===== src/rtl/adc_trig_capture.sv =====
// Trigger-and-capture controller: watches the packed dual-sample ADC stream for a
// level crossing and writes a fixed-length burst into the ADC FIFO.
module adc_trig_capture #(
    parameter int CAPTURE_LEN = 4096,
    parameter int FIFO_DEPTH  = 8192,
    parameter int TIMEOUT     = 1250000,
    parameter int UW          = 13
) (
    input  logic          clk,
    input  logic          rst_n,
    input  logic [15:0]   adc_in,
    input  logic          arm,
    input  logic [7:0]    trig_level,
    input  logic          trig_slope,
    input  logic          auto_en,
    input  logic [UW-1:0] wrusedw,
    input  logic          wrempty,
    output logic          fifo_wr,
    output logic [15:0]   fifo_in,
    output logic          busy,
    output logic          done,
    output logic          auto_trig,
    output logic          overflow
);

    localparam int TW = (TIMEOUT > 1) ? $clog2(TIMEOUT + 1) : 1;
    localparam int WW = (CAPTURE_LEN > 1) ? $clog2(CAPTURE_LEN + 1) : 1;
    localparam logic [31:0] FULL_LVL = 32'(FIFO_DEPTH - 2);

    typedef enum logic [1:0] {S_IDLE, S_ARMED, S_CAPTURE, S_DRAIN} state_t;

    state_t        r_state, w_state_nxt;
    logic [15:0]   r_d1;
    logic [7:0]    r_prev_b;
    logic [7:0]    r_lvl;
    logic          r_slope, r_auto_en;
    logic [TW-1:0] r_tcnt, w_tcnt_nxt;
    logic [WW-1:0] r_wcnt, w_wcnt_nxt;
    logic          r_fifo_wr, w_wr_nxt;
    logic [15:0]   r_fifo_in, w_in_nxt;
    logic          r_busy, r_done, w_done_nxt;
    logic          r_auto_trig, w_auto_nxt;
    logic          r_overflow, w_ovf_nxt;
    logic          w_latch, w_wr_due, w_full;
    logic          w_rise, w_fall, w_hit;
    logic [7:0]    w_a, w_b;

    // Sample A is older than sample B, so a crossing can sit between the previous
    // word's B and this word's A, or between A and B of the same word.
    assign w_a    = r_d1[7:0];
    assign w_b    = r_d1[15:8];
    assign w_rise = (r_prev_b < r_lvl && w_a >= r_lvl) || (w_a < r_lvl && w_b >= r_lvl);
    assign w_fall = (r_prev_b > r_lvl && w_a <= r_lvl) || (w_a > r_lvl && w_b <= r_lvl);
    assign w_hit  = r_slope ? w_fall : w_rise;
    assign w_full = 32'(wrusedw) >= FULL_LVL;

    always_comb begin
        w_state_nxt = r_state;
        w_tcnt_nxt  = r_tcnt;
        w_wcnt_nxt  = r_wcnt;
        w_wr_nxt    = 1'b0;
        w_in_nxt    = r_fifo_in;
        w_done_nxt  = 1'b0;
        w_auto_nxt  = r_auto_trig;
        w_ovf_nxt   = r_overflow;
        w_latch     = 1'b0;
        w_wr_due    = 1'b0;
        case (r_state)
            S_IDLE: begin
                if (arm && wrempty) begin
                    w_latch     = 1'b1;
                    w_auto_nxt  = 1'b0;
                    w_ovf_nxt   = 1'b0;
                    w_tcnt_nxt  = '0;
                    w_state_nxt = S_ARMED;
                end
            end
            S_ARMED: begin
                w_tcnt_nxt = r_tcnt + TW'(1);
                if (w_hit || (r_auto_en && r_tcnt == TW'(TIMEOUT - 1))) begin
                    if (!w_hit)
                        w_auto_nxt = 1'b1;
                    w_wr_due    = 1'b1;
                    w_wcnt_nxt  = WW'(1);
                    w_done_nxt  = (CAPTURE_LEN == 1);
                    w_state_nxt = (CAPTURE_LEN == 1) ? S_DRAIN : S_CAPTURE;
                end
            end
            S_CAPTURE: begin
                w_wr_due   = 1'b1;
                w_wcnt_nxt = r_wcnt + WW'(1);
                if (r_wcnt == WW'(CAPTURE_LEN - 1)) begin
                    w_done_nxt  = 1'b1;
                    w_state_nxt = S_DRAIN;
                end
            end
            S_DRAIN: begin
                if (wrempty)
                    w_state_nxt = S_IDLE;
            end
            default: w_state_nxt = S_IDLE;
        endcase
        // A dropped word still consumes a slot so the capture window stays fixed.
        if (w_wr_due) begin
            w_in_nxt = r_d1;
            w_wr_nxt = !w_full;
            if (w_full)
                w_ovf_nxt = 1'b1;
        end
    end

    always_ff @(posedge clk) begin
        if (!rst_n) begin
            r_state     <= S_IDLE;
            r_d1        <= '0;
            r_prev_b    <= '0;
            r_lvl       <= '0;
            r_slope     <= 1'b0;
            r_auto_en   <= 1'b0;
            r_tcnt      <= '0;
            r_wcnt      <= '0;
            r_fifo_wr   <= 1'b0;
            r_fifo_in   <= '0;
            r_busy      <= 1'b0;
            r_done      <= 1'b0;
            r_auto_trig <= 1'b0;
            r_overflow  <= 1'b0;
        end else begin
            r_state     <= w_state_nxt;
            r_d1        <= adc_in;
            r_prev_b    <= r_d1[15:8];
            r_tcnt      <= w_tcnt_nxt;
            r_wcnt      <= w_wcnt_nxt;
            r_fifo_wr   <= w_wr_nxt;
            r_fifo_in   <= w_in_nxt;
            r_busy      <= (w_state_nxt != S_IDLE);
            r_done      <= w_done_nxt;
            r_auto_trig <= w_auto_nxt;
            r_overflow  <= w_ovf_nxt;
            if (w_latch) begin
                r_lvl     <= trig_level;
                r_slope   <= trig_slope;
                r_auto_en <= auto_en;
            end
        end
    end

    assign fifo_wr   = r_fifo_wr;
    assign fifo_in   = r_fifo_in;
    assign busy      = r_busy;
    assign done      = r_done;
    assign auto_trig = r_auto_trig;
    assign overflow  = r_overflow;

endmodule


===== config.mk =====
export PLATFORM = sky130hd
export DESIGN_NAME = adc_trig_capture
export DESIGN_NICKNAME = d
export VERILOG_FILES = /design/src/rtl/adc_trig_capture.sv
export SDC_FILE = /design/constraint.sdc
export NUM_CORES = 1
export LEC_CHECK = 0
export ABC_AREA = 1
export ABC_CLOCK_PERIOD_IN_PS = 2300
export BUFFER_PORTS_ARGS = -buffer_cell sky130_fd_sc_hd__buf_2
export CORE_MARGIN = 8
export CORE_UTILIZATION = 40
export CTS_CLUSTER_SIZE = 25
export DETAILED_ROUTE_END_ITERATION = 10
export MAX_ROUTING_LAYER = met4
export PLACE_DENSITY = 0.68
export SKIP_LAST_GASP = 1
export SLEW_MARGIN = 40
export SYNTH_ARGS = -nofsm -noshare
export SYNTH_HDL_FRONTEND = slang
export SYNTH_SLANG_ARGS = --single-unit

===== constraint.sdc =====
create_clock -name clk -period 2.3 [get_ports clk]
set_input_delay 0.46 -clock clk [delete_from_list [all_inputs] [get_ports clk]]
set_output_delay 0.46 -clock clk [all_outputs]
set_load 0.005 [all_outputs]

==> results by group <==
Layout
  – Share of cells above drive strength 1: 21.3%
  – N_diodes: 0
  – Final core occ: 49.3%
  – Post-Layout Cell Count: 843
  – Nets: 769
  – Area Overhead vs Synth: 22.2%

Route
  – DR pass1 iterations: 4
  – DR vias/cell: 4.91
  – Residual DRC count: 0
  – Via count: 4,140
  – Starting DRC count in detailed routing: 164
  – Drt wl/cell: 12.6 microns
  – Post-DRT Antenna Nets: 0
  – DRT Wirelength: 10.6 mm

Pwr
  – Pwr/cell area: 895 nW/um^2
  – Cell Int Power: 3.23 mW
  – Total power: 4.98 mW
  – Peak VDD IR: 0.473 mV
  – Clock share of power: 28.0%
  – Leak: 2.57 nW
  – Seq pwr share: 38.2%
  – NetSw: 1.75 mW
  – Logic pwr share: 33.7%
  – Sw Share: 35.2%

Global route
  – Vias in the first global route: 3,962
  – Largest net degree at the start of global routing: 57
  – Initial antenna violation count: 0
  – GRT Residual Overflow: 0
  – First-pass GRT wire length: 17.3 mm
  – Tot GR Track Use: 14.3%

Timing
  – Fin Hold WS: 0.298 ns
  – Slew headroom: 64.2%
  – Final hold viol count: 0
  – Setup TNS: 0 ns
  – Final slew viol count: 0
  – Fin crit period: 2.25 ns
  – Fmax: 445 MHz
  – Final setup viols: 0
  – RSZ-0062 raised after global routing: true
  – Worst-Margin Slew: 0.537 ns
  – Clock Skews: 0.0119 ns
  – Period utilization: 97.7%

Synthesis
  – Synth unique cells: 40
  – FF+latch count, synth: 91
  – Post-Synthesis Cells: 623
  – Post-Syn Area: 4550 sq um
  – Top-count cell post-synth: nand2_1
  – Top cells by area, synth: dfxtp_1, nand2_1, ha_1
  – Post-synth top cells: nand2_1, inv_1, dfxtp_1
  – Asr flop ratio synth: 0%
  – Ys Warns: 0
  – Dominant cell type by area after synthesis: dfxtp_1
  – Synthesized net count: 697
  – Sequential fraction of the synthesis area: 40.1%
  – Dominant synthesized flop cell: dfxtp_1
  – Post-synth EDFFs: 0
  – Yosys top cell area share: 40.1%
  – Synthesized area per cell: 7.30 sq um

Clocking
  – CTS Hold Buffers Added: 0
  – CTS Sinks: 91
  – Number of CTS-inserted buffers: 9
  – Max Buffers Root-to-Sink: 2
  – CTS root buf: clkbuf_16
  – CTS tree: done
  – Clk pin slew, worst setup/hold paths: 0.07 ns
  – Worst-Skew Late Latency: 0.34 ns
  – H-Tree Depth: 3

Worst setup path
  – CP max-delay cell: dfxtp_4
  – CP Launch Type: flip-flop
  – Worst Path Required: 2.53 ns
  – Max incr delay on CP: 0.36 ns
  – Worst setup EP type: flip-flop
  – CP Cell Sequence: buf_6 > ha_4 > inv_2 > or2_4 > nand2_8 > inv_6 > nor2_4 > nand2_4 > nor3_4 > nand2_2 > nor3_2 > nand2_1 > o21ai_1 > a21oi_1
  – Critical Path AT: 2.48 ns
  – CP Class: reg -> reg
  – Crit Path Max Fanout: 5

Outcome
  – Status: complete, no violations

Floorplanning
  – Top Ports: 64
  – Starting Density: 40.3%
  – # rows: 39
  – DIE WIDTH: 123 microns
  – Die Y-Extent: 123 microns
  – Die area: 15,000 sq um
  – Core Area: 11,300 sq um

Placed design
  – I/O Buffers: 62
  – Placed cells: 817
  – Routability cong.: 0.890
  – HPWL Detailed: 7.72 mm

Run
  – Max Cap Viol: 0

Worst hold path
  – Hold Path Class: in -> reg
cell families (layout without fill, tap and decap cells):
group | count (synthesis) | count (layout) | synth area share [%]
and+or+nand+nor | 276 | 276 | 28.1
buffers and inverters | 119 | 196 | 9.99
AOI/OAI and AO/OA | 97 | 97 | 11.6
DFF | 91 | 91 | 40.1
adders and majority gates | 31 | 31 | 8.53
xor gates and xnor gates | 9 | 9 | 1.73
per-layer routing:
layer  vias to the layer above  routed length [microns]  GRT usage [%]
met3                        16                      344           2.90
met4                         0                      206           5.03
met2                        78                     5270           24.6
li1                       2157                        -              -
met5                         -                        0              -
met1                      1889                     4760           16.3
critical path, delay by kind of cell (launching register included):
family / cells / cell delay [ns]
flip-flops: 1 / 0.36
adder cells (fa/ha/maj): 1 / 0.13
buffers and inverters: 3 / 0.18
AND/OR/NAND/NOR: 8 / 1.28
AO/OA/AOI/OAI: 2 / 0.18
area by class of cell:
cell class                      count  area, sq um
Sequential cell                    91         1830
Clock inverter                      5         38.8
Timing Repair Buffer               82          498
Inverter                           98          375
Clock buffer                       11          243
Fill cell                        1092         5720
Tap cell                          143          179
Multi-Input combinational cell    413         2390
power by group through the flow:
stage | combinational, mW | clock [mW] | sequential [mW]
finish | 1.68 | 1.40 | 1.90
global route | 1.88 | 1.48 | 1.92
CTS | 1.46 | 1.42 | 1.88
detailed placement | 1.45 | 0 | 1.92
global placement | 1.41 | 0 | 1.91
floorplan | 0.974 | 0 | 1.91
placed cells by master (no fill, tap or decap), types with 4 or more instances in the layout:
cell          n
nand4_1      18
xor2_1        6
nor3_1       12
inv_1        87
nor2_2        5
o21ai_1       4
clkinvlp_4    4
nand2_1     121
buf_4        16
nand2_4       4
o21ai_0      17
ha_1         27
inv_2         8
buf_2        62
clkbuf_16    10
nor2_1       48
dfxtp_1      88
nand2_2       5
a21oi_2       6
nor2_4        4
a21oi_1      59
nand3_1      44
per-stage QoR:
step	setup slack, ns	area (sq um)
global placement	0.0683	5040
finish	0.0524	5560
floorplan	0.276	4550
global route	-0.0861	5560
CTS	-0.00937	5320
detailed placement	-0.000399	5040
state kept, by name, indices dropped and copies added, names as in the netlist:
name	flops
r_prev_b	8
fifo_wr	1
r_state	2
r_lvl	8
r_wcnt	13
auto_trig	1
r_tcnt	21
busy	1
r_auto_en	1
overflow	1
r_slope	1
fifo_in	16
done	1
r_d1	16
what timing repair did:
action,CTS,global route
cloned,0,1
setup endpoints to repair,9,39
gates resized for setup,2,43
setup buffers,0,9
pin swaps,0,18
path summary, 6_finish.rpt:
kind	from	endpoint	slack (ns)	depth (start not counted)
worst max-delay path	r_state[0]$_SDFF_PN0_	r_tcnt[14]$_SDFFE_PN0P_	0.05	14
worst min-delay path	adc_in[12]	r_d1[12]$_SDFF_PN0_	0.30	3
worst max register to register	r_state[0]$_SDFF_PN0_	r_tcnt[14]$_SDFFE_PN0P_	0.05	14
worst min register to register	r_d1[8]$_SDFF_PN0_	r_prev_b[0]$_SDFF_PN0_	0.44	2
(Power assumes the default switching activity.)
